<file path="config.mk">
export PLATFORM = sky130hd
export DESIGN_NAME = crossbar_arbiter
export DESIGN_NICKNAME = d
export VERILOG_FILES = /design/src/rtl/crossbar_arbiter.sv
export SDC_FILE = /design/constraint.sdc
export NUM_CORES = 1
export LEC_CHECK = 0
export CAP_MARGIN = 5
export CORE_MARGIN = 2
export CORE_UTILIZATION = 30
export CTS_CLUSTER_DIAMETER = 40
export DETAILED_ROUTE_END_ITERATION = 8
export DONT_BUFFER_PORTS = 1
export GPL_TIMING_DRIVEN = 1
export HOLD_SLACK_MARGIN = 0.06
export MAX_ROUTING_LAYER = met4
export SLEW_MARGIN = 10
export SYNTH_ARGS = -nofsm -noshare
export SYNTH_HDL_FRONTEND = slang
export SYNTH_SLANG_ARGS = --single-unit
</file>
<file path="constraint.sdc">
create_clock -name clk -period 1.48 [get_ports clk]
set_input_delay 0.074 -clock clk [delete_from_list [all_inputs] [get_ports clk]]
set_output_delay 0.074 -clock clk [all_outputs]
set_load 0.1 [all_outputs]
</file>
<file path="src/rtl/crossbar_arbiter.sv">
// Round-robin crossbar arbiter: grants one of four CPUs for HOLD_CYCLES cycles,
// then pulses done for one cycle and latches the read data from the owner's lane.

module crossbar_arbiter_lane (
  input  logic       clk,
  input  logic       rst,
  input  logic       load,
  input  logic       hit,
  input  logic       clr,
  input  logic [1:0] addr,
  output logic [1:0] sel
);
  // addr is captured only at the grant edge; later changes are ignored
  always_ff @(posedge clk) begin
    if (rst)       sel <= '0;
    else if (load) sel <= hit ? addr : 2'd0;
    else if (clr)  sel <= '0;
  end
endmodule

module crossbar_arbiter #(
  parameter int DATA_W      = 8,
  parameter int HOLD_CYCLES = 2
) (
  input  logic              clk,
  input  logic              rst,
  input  logic [3:0]        req,
  input  logic [1:0]        addr_0,
  input  logic [1:0]        addr_1,
  input  logic [1:0]        addr_2,
  input  logic [1:0]        addr_3,
  input  logic [DATA_W-1:0] xbar_cpu_0,
  input  logic [DATA_W-1:0] xbar_cpu_1,
  input  logic [DATA_W-1:0] xbar_cpu_2,
  input  logic [DATA_W-1:0] xbar_cpu_3,
  output logic [1:0]        scheduler,
  output logic [1:0]        select_0,
  output logic [1:0]        select_1,
  output logic [1:0]        select_2,
  output logic [1:0]        select_3,
  output logic [3:0]        grant,
  output logic [3:0]        done,
  output logic [DATA_W-1:0] rdata,
  output logic              busy
);
  localparam int NUM_LANES = 4;

  typedef enum logic [1:0] {IDLE, GRANT, DONE} state_t;

  state_t                             state, state_d;
  logic [1:0]                         ptr, ptr_d, sched_d, pick, rr_idx;
  logic [3:0]                         cnt, cnt_d, grant_d, done_d;
  logic [DATA_W-1:0]                  rdata_d;
  logic                               sel_ld, sel_clr, found;
  logic [NUM_LANES-1:0][1:0]          addr_v, sel_v;
  logic [NUM_LANES-1:0][DATA_W-1:0]   lane_v;

  assign addr_v = {addr_3, addr_2, addr_1, addr_0};
  assign lane_v = {xbar_cpu_3, xbar_cpu_2, xbar_cpu_1, xbar_cpu_0};
  assign select_0 = sel_v[0];
  assign select_1 = sel_v[1];
  assign select_2 = sel_v[2];
  assign select_3 = sel_v[3];

  // first requester at or above ptr, wrapping 3 -> 0
  always_comb begin
    pick   = ptr;
    found  = 1'b0;
    rr_idx = ptr;
    for (int i = 0; i < NUM_LANES; i++) begin
      rr_idx = ptr + 2'(i);
      if (!found && req[rr_idx]) begin
        pick  = rr_idx;
        found = 1'b1;
      end
    end
  end

  always_comb begin
    state_d = state;
    ptr_d   = ptr;
    cnt_d   = cnt;
    sched_d = scheduler;
    grant_d = grant;
    done_d  = '0;
    rdata_d = rdata;
    sel_ld  = 1'b0;
    sel_clr = 1'b0;
    unique case (state)
      IDLE: if (found) begin
        state_d = GRANT;
        sched_d = pick;
        grant_d = 4'd1 << pick;
        cnt_d   = 4'(HOLD_CYCLES - 1);
        sel_ld  = 1'b1;
      end
      GRANT: if (cnt == 4'd0) begin
        state_d = DONE;
        rdata_d = lane_v[scheduler];
        grant_d = '0;
        done_d  = 4'd1 << scheduler;
        ptr_d   = scheduler + 2'd1;
      end else begin
        cnt_d = cnt - 4'd1;
      end
      DONE: begin
        state_d = IDLE;
        sel_clr = 1'b1;
      end
      default: state_d = IDLE;
    endcase
  end

  always_ff @(posedge clk) begin
    if (rst) begin
      state     <= IDLE;
      ptr       <= '0;
      cnt       <= '0;
      scheduler <= '0;
      grant     <= '0;
      done      <= '0;
      rdata     <= '0;
      busy      <= 1'b0;
    end else begin
      state     <= state_d;
      ptr       <= ptr_d;
      cnt       <= cnt_d;
      scheduler <= sched_d;
      grant     <= grant_d;
      done      <= done_d;
      rdata     <= rdata_d;
      busy      <= (state_d != IDLE);
    end
  end

  for (genvar k = 0; k < NUM_LANES; k++) begin : g_lane
    crossbar_arbiter_lane u_lane (
      .clk  (clk),
      .rst  (rst),
      .load (sel_ld),
      .hit  (pick == 2'(k)),
      .clr  (sel_clr),
      .addr (addr_v[k]),
      .sel  (sel_v[k])
    );
  end
endmodule

</file>
* Yosys cells after proc, flatten, opt, wreduce, memory -nomap -nowiden *
Index checks and enable logic that the tools add are counted.

operators by class
  add/subtract/negate cells = 5
  reductions and logical operators = 17
  shift operators = 2
  order comparisons = 5
  muxes and demuxes = 38
  eq/ne operators = 8
  bitwise operators = 2

operators with widths
  cell                                                                          number
  2-bit two-way mux                                                             14
  8-bit binary-select mux with 2-bit select                                     1
  4-bit two-way mux                                                             4
  4-bit one-hot mux with 2 select lines                                         2
  2-bit by 3-bit less-than comparator with 1-bit output, second input constant  5
  1-bit two-way mux                                                             11
  1-bit binary-select mux with 2-bit select                                     4
  8-bit two-way mux                                                             1
  1-bit by 2-bit << shifter with 4-bit output, first input constant             2
  2-bit == test, second input constant                                          3
  2-bit inequality test, second input constant                                  3
  3-bit AND reduction                                                           2
  2-bit nonzero test                                                            3
  2-bit by 1-bit adder with 2-bit output, second input constant                 2
  2-bit adder, second input constant                                            2
  2-bit by 1-bit == test with 1-bit output, second input constant               2
  2-bit zero test                                                               2
  4-bit zero test                                                               1
  2-bit one-hot mux with 2 select lines                                         1
  2-bit AND reduction                                                           2
  4-bit by 1-bit subtractor with 4-bit output, second input constant            1
  1-bit logical AND                                                             3
  1-bit zero test                                                               3
  3-bit OR reduction                                                            1
  1-bit inverter                                                                2

word-level totals
  output and inout port bits = 27
  register bits = 35
  word-level logic and storage cells = 89
  input port bits = 46

* Depth between registers and ports, before layout *
Gate-level depths: netlist of run 1.

  word-level depth = 15
  depth in mapped cells = 7
  depth with buffers taken out = 7

* Modules after synthesis *
Synthesis of run 1 repeated with hierarchy kept, for this count alone.

unflattened totals
  cells, all modules = 176
  area total of the unflattened synthesis = 1,682.9 sq um

by module, submodules not included
  module                 seq. area each (sq um)  instances  cells an instance  area each (sq um)
  crossbar_arbiter       540.5                   1          144                1,372.6
  crossbar_arbiter_lane  40.0                    4          8                  77.6

* Worst setup path after synthesis of run 1 *
Ideal clock, no wire load.

  path kind = reg2reg
  start = reg scheduler[0]
  end = reg rdata[1]
  clock period less this slack = 2,264 ps
  library setup time = 132 ps
  path buffers = 2
  path slack = -784 ps
  arrival time = 2,132 ps
  data required time = 1,348 ps
  cell stages (with the launch flop) = 6
  cell sequence = dfxtp_1 buf_2 buf_2 mux4_2 nand2_1 a21oi_1

on the way
  longest elaborated chain between the ends = 2

RTL lines
  item                                       line  text
  from (decl)                                36    output logic [1:0] scheduler,
  from (signal assigned)                     128   scheduler <= sched_d;
  8-bit binary-select mux with 2-bit select  99    rdata_d = lane_v[scheduler];
  8-bit two-way mux (implied by the code)    99
  to (signal assigned)                       131   rdata <= rdata_d;
  to (decl)                                  43    output logic [DATA_W-1:0] rdata,

No other way between the ends. The select of a mux whose other input is x is not followed.
A chain may end at the register's enable or synchronous reset.

* Worst setup path after layout of run 1 *
  start = reg cnt[0]
  end = reg cnt[1]

on the way
  longest elaborated chain between the ends = 3
  elaborated cells between the ends (all ways) = 6
  classes of those cells = add/sub (1); eq/ne (1); mux (2); reduce/logical (2)

RTL lines
  item                                                                                   line     text
  from (decl)                                                                            52       logic [3:0] cnt, cnt_d, grant_d, done_d;
  from (signal assigned)                                                                 127      cnt <= cnt_d;
  4-bit by 1-bit subtractor with 4-bit output / 4-bit zero test (equally long branches)  104, 97
  4-bit two-way mux / 2-bit inequality test (equally long branches)                      --
  4-bit one-hot mux with 2 select lines / 3-bit AND reduction (equally long branches)    --

Several ways; a longest one is shown, not always the timed one. The select of a mux whose other input is x is not followed.

==> results of run 1 <==
-- per-layer routing --
layer  GRT usage  vias to the layer above
li1            -                      691
met1       0.176                      649
met2       0.215                       41
met3      0.0282                        6
met4      0.0536                        0
met5           -                        -
-- timing repair --
action	in CTS	in global routing
resized for setup	3	12
hold buffers	8	2
setup endpoints to repair	7	13
hold endpoints to repair	35	28
pin swaps	1	4
-- synth_stat cells (all sizes together) (3+ instances only) --
| master | n | area (sq um) |
|---|---|---|
| clkbuf | 6 | 22.5 |
| dfxtp | 35 | 701 |
| nor3 | 4 | 20.0 |
| nand2 | 22 | 82.6 |
| mux4 | 8 | 180 |
| buf | 3 | 21.3 |
| nand3 | 5 | 25.0 |
| inv | 5 | 18.8 |
| a22o | 8 | 70.1 |
| a21oi | 17 | 88.8 |
| nor2b | 3 | 18.8 |
| and3 | 4 | 35.0 |
| nor2 | 12 | 45.0 |
| nor4 | 6 | 71.3 |
-- power by group through the flow --
stage / Clock [W] / Sequential (W) / Combinational, W
after floorplan: 0 / 0.00224 / 0.000911
after global placement: 0 / 0.00138 / 0.00230
after detailed placement: 0 / 0.00138 / 0.00232
after CTS: 0.000744 / 0.00137 / 0.00237
after global routing: 0.000782 / 0.00142 / 0.00265
final: 0.000723 / 0.00138 / 0.00250
-- through the flow --
| step | worst slack, ps | util |
|---|---|---|
| 2_1_floorplan | -97.4 | - |
| 3_3_place_gp | -33.6 | 0.384 |
| 3_5_place_dp | -73.8 | 0.384 |
| 4_1_cts | -9.07 | 0.421 |
| 5_1_grt | -101 | 0.439 |
| 6_report | 0.804 | 0.439 |
-- critical path, cell delays in order, from the launching register on --
cell     delay [ps]
dfxtp_2         340
inv_2            50
buf_4           120
ha_1            270
or4_1           500
a21oi_2         130
-- cells in the final DEF (no fill, tap or decap), types with 2 or more instances in the layout --
cell type      count
o21ai_0            2
nor4_2             2
dfxtp_1           29
nor2_1            12
clkbuf_8           5
dfxtp_4            2
nor4b_1            2
inv_1              3
clkinvlp_4         2
a21oi_2            2
and3_4             2
nand2_1           22
and3_1             2
a22o_1             8
nor3_1             3
xnor2_1            2
dfxtp_2            4
nor2b_1            2
dlygate4sd3_1      9
mux4_2             8
nand3_1            5
nor4_4             3
buf_4             42
inv_2              2
a21oi_1           15
-- sequential cells by signal, summed over array words and instances (netlist names) --
register,count
ptr,2
grant,4
state,2
busy,1
g_lane.u_lane.sel,8
done,4
scheduler,2
cnt,4
rdata,8
-- path summary, 6_finish.rpt --
path | start | to | slack (ps)
setup / recovery | cnt[0] | cnt[1] | 0.8
hold / removal | rst | rdata[0] | -8
hold reg to reg | rdata[6] | rdata[6] | 460
setup reg to reg | cnt[0] | cnt[1] | 0.8
-- cell type report --
class,count,share of cell area
Clock buffer,5,0.0305
Clock inverter,3,0.0105
Inverter,5,0.00831
Multi-Input combinational cell,113,0.407
Sequential cell,35,0.316
Tap cell,70,0.0388
Timing Repair Buffer,52,0.188
-- cells by family (layout without fill, tap and decap cells) --
family / count (synthesis) / after routing / share of synthesized area
flops: 35 / 35 / 0.437
simple gates: 65 / 65 / 0.231
buf+inv: 14 / 65 / 0.0390
compound gates: 35 / 35 / 0.148
fa+ha+maj: 2 / 2 / 0.0156
mux: 8 / 8 / 0.112
xor+xnor: 3 / 3 / 0.0164
==> run metrics, run 1 <==
run status=complete, but fails checks; failing checks=hold timing; Post-Syn Area=~1600 sq um; Multi-input gate area=920 sq um; drt pass-1 iters=4; share of layout cells above drive strength 1=0.413; register area share after synthesis=0.437; PortBufs=0; Yosys warnings=0; Post-synth EDFFs=0; antenna-violating nets left=0; # clock sinks=35; largest net degree at the start of global routing=30; Seq cells post-synth=35; max cap viols=0; Switch Pwr=about 0.0022 W; CTS root buffer=clkbuf_8; Pleak=0.883 nW; die width=around 77 um; Via Count=~1400; synth unique cells=37; Final Cycle Share=0.999; Comb pwr share=0.542; final count of negative-setup-slack endpoints=0; gr ovfl total=0; dpl cell area=approximately 2000 sq um; DR top layer=met4; post-route insts no fill=around 280; Mapped Avg Cell Area=around 10 sq um; CTS tree=yes; ys flop type=dfxtp_1; Int Power=about 0.0024 W; routed wl met3=189 um; post-route setup TNS=0 ps; Setup Skew=8.90 ps; kind of critical path=flip-flop to flip-flop; net count after synthesis=between 200 and 250; DIE AREA=5940 sq um; Slew headroom=0.567; floorplan row count=26; CP Capture Type=flip-flop; wire per inst=14.3 um; Initial Util=0.312; DP HPWL=2.73 mm; Hold Path Depth=2; wl on met1=1.75 mm; Req. time, crit path=1700 ps; number of global-route vias before repair=1340; Storage cell area=roughly 700 sq um; Pwr Total=0.00460 W; switching share of power=0.487; Critical Path Source Type=flip-flop; P&R area growth vs syn=40.8%; postcts setup bufs=0; Crit Path Max Fanout=2; clk buf depth=2; worst reg2reg path depth=5; initial drt markers=51; min cycle time layout=around 1500 ps; Total GRT Usage=0.138; routed vias/inst=4.90; RSZ-0062 raised after global routing=yes; sequential fraction of design power=0.300; Power per Cell Area=2040 nW/um^2; maximum VDD drop=0.954 mV; Mapped Cells=162; design area=2260 sq um; ys async rst share=0; Ports=73; Max H-tree Level=2; Filler cells=539; final max-slew violation count=0; CTS buffer count=5; routed wl met2=2.04 mm; clock slew at reported path FFs=80 ps; worst skew pair latency=between 200 and 300 ps; antenna cells=0; nets=260; initial antenna violation count=0; total wire length=4.05 mm; Die Span Y=slightly below 80 um; Core Box Area=5140 sq um; first-pass GRT wire length=between 6 and 7 mm; Max Freq=a little under 700 MHz; Remaining DRCs=0; placed cell count=~270; Arrival @ worst endpoint=approximately 1700 ps; worst hold path class=input port to flip-flop; gp weighted congestion=0.824; Hold Fails Final Rpt=3; Clk pwr share=0.157; Fin Hold WS=-7.51 ps; Slew @ Worst Pin=approximately 650 ps
Note: power is estimated with default switching activity, not from simulation.
==> run 2: changes to the inputs <==
--- a/config.mk
+++ b/config.mk
@@ -13,3 +13,3 @@
 export DONT_BUFFER_PORTS = 1
-export GPL_TIMING_DRIVEN = 1
+export GPL_TIMING_DRIVEN = 0
 export HOLD_SLACK_MARGIN = 0.06
==> constraint.sdc (replaced) <==
create_clock -name clk -period 1.48 [get_ports clk]
set_input_delay 0.296 -clock clk [delete_from_list [all_inputs] [get_ports clk]]
set_output_delay 0.296 -clock clk [all_outputs]
set_load 0.1 [all_outputs]
==> run 2 against run 1 <==
  * The flow finishes with violations (setup timing)
  * Critical path depth unchanged
  * Worst setup slack lost 100 ps
  * Sequential power up 70%
  * Clock power decreased by 6.9%
  * Sequential cell count stayed put
  * Clock-buffer cell count is 2 higher
  * Utilization shrank 2.6 points
  * Non-clock buffer count decreased by 32
  * Total power up 0.46%
  * Register-to-register slack lost 100 ps
  * Die area unchanged
  * Cell count decreased by 11%
  * Critical path type unchanged
==> run metrics, run 2 (same netlist as run 1, synthesis figures left out) <==
r2r setup slk=-100 ps (was 0.8 ps); commonest non-fill, non-tap cell in the layout=dfxtp_2 (was buf_4); Filler cells=524 (was 539); CP Capture Type=flip-flop (unchanged); die width=77.1 um (unchanged); Power per Cell Area=2170 nW/um^2 (was 2040 nW/um^2); Setup Skew=10.1 ps (was 8.90 ps); Storage cell area=754 sq um (was 713 sq um); kind of critical path=flip-flop to flip-flop (unchanged); gp weighted congestion=0.802 (was 0.824); max cap viols=0 (unchanged); Req. time, crit path=1640 ps (was 1700 ps); Pleak=0.736 nW (was 0.883 nW); DP HPWL=2.71 mm (was 2.73 mm); RSZ-0062 raised after global routing=yes (unchanged); number of global-route vias before repair=1303 (was 1340); Hold Path Depth=1 (was 2); share of layout cells above drive strength 1=0.575 (was 0.413); drt pass-1 iters=4 (unchanged); # clock sinks=35 (unchanged); Initial Util=0.312 (unchanged); worst skew pair latency=290 ps (about the same); Max Freq=632 MHz (was 676 MHz); CP Launch Point=scheduler[0] (was cnt[0]); nets=228 (was 260); Total GRT Usage=0.145 (was 0.138); Fin Hold WS=131 ps (was -7.51 ps); antenna cells=0 (unchanged); wire per inst=16.3 um (was 14.3 um); final max-slew violation count=0 (unchanged); Remaining DRCs=0 (unchanged); final count of negative-setup-slack endpoints=10 (was 0); post-cts hold buffer count=0 (was 8); worst r2r src=scheduler[0] (was cnt[0]); Critical Path Source Type=flip-flop (unchanged); min cycle time layout=1580 ps (was 1480 ps); most frequent cells in the layout=dfxtp_2, nand2_1, buf_4 (was buf_4, dfxtp_1, nand2_1); routed vias/inst=5.22 (was 4.90); total wire length=4.09 mm (was 4.05 mm); antenna-violating nets left=0 (unchanged); hold endpoint=g_lane[3].u_lane.sel[1] (was rdata[0]); DIE AREA=5940 sq um (unchanged); final core occ=0.414 (was 0.439); initial drt markers=46 (was 51); clk buf depth=2 (unchanged); largest net degree at the start of global routing=12 (was 30); gr ovfl total=0 (unchanged); clock slew at reported path FFs=70 ps (was 80 ps); maximum VDD drop=0.898 mV (was 0.954 mV); Final Cycle Share=1.07 (was 0.999); Max H-tree Level=2 (unchanged); P&R area growth vs syn=32.6% (was 40.8%); Multi-input gate area=1020 sq um (was 920 sq um); Crit Path Max Fanout=5 (was 2); Arrival @ worst endpoint=1740 ps (was 1700 ps); worst reg2reg path depth=5 (unchanged); Worst R2R End=rdata[5] (was cnt[1]); Hold Startpoint=addr_3[1] (was rst); Slew headroom=0.590 (was 0.567); Pwr Total=0.00462 W (was 0.00460 W); PortBufs=0 (unchanged); top flop regs=g_lane.u_lane.sel x8, rdata x8 (unchanged); Via Count=1311 (was 1387); CTS root buffer=clkbuf_8 (unchanged); CTS tree=yes (unchanged); pre-CTS setup slack=-262 ps (was -73.8 ps); Hold Fails Final Rpt=0 (was 3); placed cell count=232 (was 265); Worst Slack Setup Final=-103 ps (was 0.804 ps); run status=complete, but fails checks (unchanged); floorplan row count=26 (unchanged); first-pass GRT wire length=6.59 mm (was 6.29 mm); post-route insts no fill=251 (was 283); failing checks=setup timing (was hold timing); Ports=73 (unchanged); worst hold path class=input port to flip-flop (unchanged); Die Span Y=77.1 um (unchanged); initial antenna violation count=0 (unchanged); Slew @ Worst Pin=615 ps (was 647 ps); Core Box Area=5140 sq um (unchanged); CTS buffer count=5 (unchanged)
==> run 2: worst max path at each step <==
stage,to,slack [ps],cells after the start
2_1_floorplan,rdata[1],-100,5
4_1_cts,rdata[5],-120,5
3_3_place_gp,g_lane[3].u_lane.sel[1],-220,4
6_report,rdata[5],-100,5
3_5_place_dp,g_lane[1].u_lane.sel[1],-260,4
5_1_grt,rdata[0],-150,5
==> run 2: metal layers <==
metal  vias to the layer above  track usage  wire length (um)
met5                         -            -                 0
met4                         0       0.0500                63
met3                         5       0.0318               218
met2                        44        0.232              2160
met1                       632        0.182              1650
li1                        630            -                 -
==> run 2: final cells by class <==
cell class / count / area share
Buffer: 8 / 0.0294
Clock buffer: 7 / 0.0359
Clock inverter: 1 / 0.00353
Inverter: 5 / 0.00883
Multi-Input combinational cell: 113 / 0.478
Sequential cell: 35 / 0.355
Tap cell: 70 / 0.0412
Timing Repair Buffer: 12 / 0.0483
==> run 2: critical path: stages (launching register included) <==
cell,delay (ps)
dfxtp_4,550
buf_8,160
buf_12,110
mux4_2,500
nand2_2,80
a21oi_2,50
==> run 2: through the flow <==
stage               cell area, sq um  setup TNS [ps]
floorplan                       1630            -376
finish                          2130            -836
global placement                1720           -4120
global route                    2130           -1550
detailed placement              1720           -4420
CTS                             1990            -981
==> run 2: power by group <==
part | total (W) | switching [W] | leakage [nW] | internal, W
Combinational | 0.00160 | 0.000779 | 0.396 | 0.000818
Sequential | 0.00235 | 0.00115 | 0.301 | 0.00120
Clock | 0.000673 | 0.000340 | 0.0385 | 0.000333
Total | 0.00462 | 0.00227 | 0.736 | 0.00235
==> run 2: what timing repair did <==
action,in CTS,in global routing
buffers inserted,9,4
endpoints found under the hold margin,0,0
setup endpoints to repair,51,28
pin swaps,5,16
resized for setup,44,29
==> run 3: changes to the inputs <==
clock period = 1.4 ns   (was 1.48 ns; I/O delays follow)
==> run 3 against run 2 <==
  * The run still ends with setup timing left
  * Global-route usage grew 0.35 points
  * Clock skew fell by 6.4 ps
  * Cell count increased by 1.6%
  * Die area unchanged
  * Register-to-register slack worse by 90 ps
  * Wire length is 3.5% higher
  * Critical path type unchanged
  * Largest cell class unchanged
==> run metrics, run 3 (same netlist as run 1, synthesis figures left out) <==
run status=complete, but fails checks (unchanged); failing checks=setup timing (unchanged); Die Span Y=77.1 um (unchanged); kind of critical path=flip-flop to flip-flop (unchanged); Worst Slack Setup Final=-190 ps (was -103 ps); RSZ-0062 raised after global routing=yes (unchanged); most frequent cells in the layout=dfxtp_2, nand2_1, a21oi_1 (was dfxtp_2, nand2_1, buf_4); Total GRT Usage=0.149 (was 0.145); largest net degree at the start of global routing=11 (was 12); max cap viols=0 (unchanged); Hold Startpoint=addr_1[1] (was addr_3[1]); share of layout cells above drive strength 1=0.551 (was 0.575); largest stage delay on the critical path=550 ps (about the same); Arrival @ worst endpoint=1740 ps (about the same); r2r setup slk=-190 ps (was -100 ps); antenna-violating nets left=0 (unchanged); worst r2r src=scheduler[0] (unchanged); antenna cells=0 (unchanged); nets=232 (was 228); commonest non-fill, non-tap cell in the layout=dfxtp_2 (unchanged); final count of negative-setup-slack endpoints=24 (was 10); worst-path cell with the longest stage delay=dfxtp_4 (unchanged); routed vias/inst=5.15 (was 5.22); Ports=73 (unchanged); CP Capture Type=flip-flop (unchanged); Max H-tree Level=2 (unchanged); Setup crit end=rdata[1] (was rdata[5]); Storage cell area=759 sq um (was 754 sq um); Req. time, crit path=1550 ps (was 1640 ps); Crit Path Max Fanout=5 (unchanged); Pleak=0.796 nW (was 0.736 nW); Pwr Total=0.00517 W (was 0.00462 W); gr ovfl total=0 (unchanged); CTS root buffer=clkbuf_8 (unchanged); Remaining DRCs=0 (unchanged); Initial Util=0.312 (unchanged); placed cell count=232 (unchanged); drt pass-1 iters=4 (unchanged); PortBufs=0 (unchanged); CTS buffer count=5 (unchanged); number of global-route vias before repair=1325 (was 1303); wire per inst=16.6 um (was 16.3 um); Most Frequent Cell on Critical Path=buf_8; maximum VDD drop=0.824 mV (was 0.898 mV); design area=2230 sq um (was 2130 sq um); CTS tree=yes (unchanged); Multi-input gate area=1010 sq um (was 1020 sq um); worst hold path class=input port to flip-flop (unchanged); worst skew pair latency=280 ps (was 290 ps); CP cell instances=buf_8 > buf_8 > mux4_2 > nand2_2 > a21oi_2 (was buf_8 > buf_12 > mux4_2 > nand2_2 > a21oi_2); Core Box Area=5140 sq um (unchanged); initial drt markers=48 (was 46); CP Launch Point=scheduler[0] (unchanged); # clock sinks=35 (unchanged); P&R area growth vs syn=39.2% (was 32.6%); Final Cycle Share=1.14 (was 1.07); dpl cell area=1730 sq um (was 1720 sq um); Slew @ Worst Pin=638 ps (was 615 ps); Slew headroom=0.575 (was 0.590); Filler cells=512 (was 524); floorplan row count=26 (unchanged); Hold Fails Final Rpt=0 (unchanged); Power per Cell Area=2320 nW/um^2 (was 2170 nW/um^2); top flop regs=g_lane.u_lane.sel x8, rdata x8 (unchanged); post-route insts no fill=255 (was 251); Max Freq=629 MHz (was 632 MHz); clock slew at reported path FFs=70 ps (about the same); Setup Skew=3.73 ps (was 10.1 ps); initial antenna violation count=0 (unchanged); Via Count=1313 (was 1311); die width=77.1 um (unchanged); final max-slew violation count=0 (unchanged); gp weighted congestion=0.763 (was 0.802); total wire length=4.23 mm (was 4.09 mm); worst reg2reg path depth=5 (unchanged); clk buf depth=2 (unchanged); Critical Path Source Type=flip-flop (unchanged); min cycle time layout=1590 ps (was 1580 ps); DP HPWL=2.80 mm (was 2.71 mm); post-cts hold buffer count=0 (unchanged); first-pass GRT wire length=6.67 mm (was 6.59 mm); Worst R2R End=rdata[1] (was rdata[5]); DIE AREA=5940 sq um (unchanged)
-- run 3: cell types whose count changed in the layout (fill, tap and decap cells not counted), moves of 3 or more --
cell	previous run	this run
a21oi_1	10	15
a21oi_2	7	2
buf_6	1	4
nand2_1	17	20
nand2_2	5	2
-- run 3: through the flow --
stage | worst slack, ps | utilization | TNS, ps | hold WS, ps
2_1_floorplan | -177 | - | -899 | 406
3_3_place_gp | -308 | 0.336 | -4510 | 407
3_5_place_dp | -293 | 0.336 | -4730 | 410
4_1_cts | -208 | 0.404 | -2040 | 111
5_1_grt | -269 | 0.434 | -3740 | 107
6_report | -190 | 0.434 | -2120 | 117
-- run 3: what timing repair did --
| item | 4_1_cts | 5_1_grt |
|---|---|---|
| buffers inserted | 8 | 10 |
| endpoints found under the setup margin | 57 | 28 |
| pin swaps | 11 | 15 |
| gates cloned | 0 | 1 |
| resized for setup | 61 | 16 |
-- run 3: final cells by class --
type	instances	share of cell area
Tap cell	70	0.0393
Inverter	5	0.0107
Multi-Input combinational cell	113	0.454
Timing Repair Buffer	17	0.0830
Sequential cell	35	0.340
Buffer	7	0.0275
Clock buffer	8	0.0449
-- run 3: routing by layer --
layer  vias to the layer above  share of wire  global-route usage
li1                        632              -                   -
met1                       627           0.40               0.164
met2                        43           0.51               0.241
met3                        11          0.058              0.0506
met4                         0          0.026              0.0714
met5                         -              0                   -
-- run 3: how the worst min path moves through the flow --
stage | end | slack, ps | depth (start not counted)
after floorplan | g_lane[0].u_lane.sel[0] | 410 | 1
after CTS | g_lane[1].u_lane.sel[1] | 110 | 1
after global routing | g_lane[1].u_lane.sel[0] | 110 | 1
after detailed placement | g_lane[1].u_lane.sel[1] | 410 | 1
after global placement | g_lane[1].u_lane.sel[1] | 410 | 1
final | g_lane[1].u_lane.sel[1] | 120 | 1
-- run 3: critical path: cells and delay by family, from the launching register on --
family,cells,cell delay (ps)
multiplexers,1,500
AND/OR/NAND/NOR,1,70
buffers and inverters,2,290
AO/OA/AOI/OAI,1,40
flip-flops,1,550
-- run 3: power breakdown --
group	switching, W	internal, W	leakage (nW)	total, W
Combinational	0.000854	0.00102	0.442	0.00187
Sequential	0.00123	0.00128	0.302	0.00251
Clock	0.000344	0.000449	0.0515	0.000793
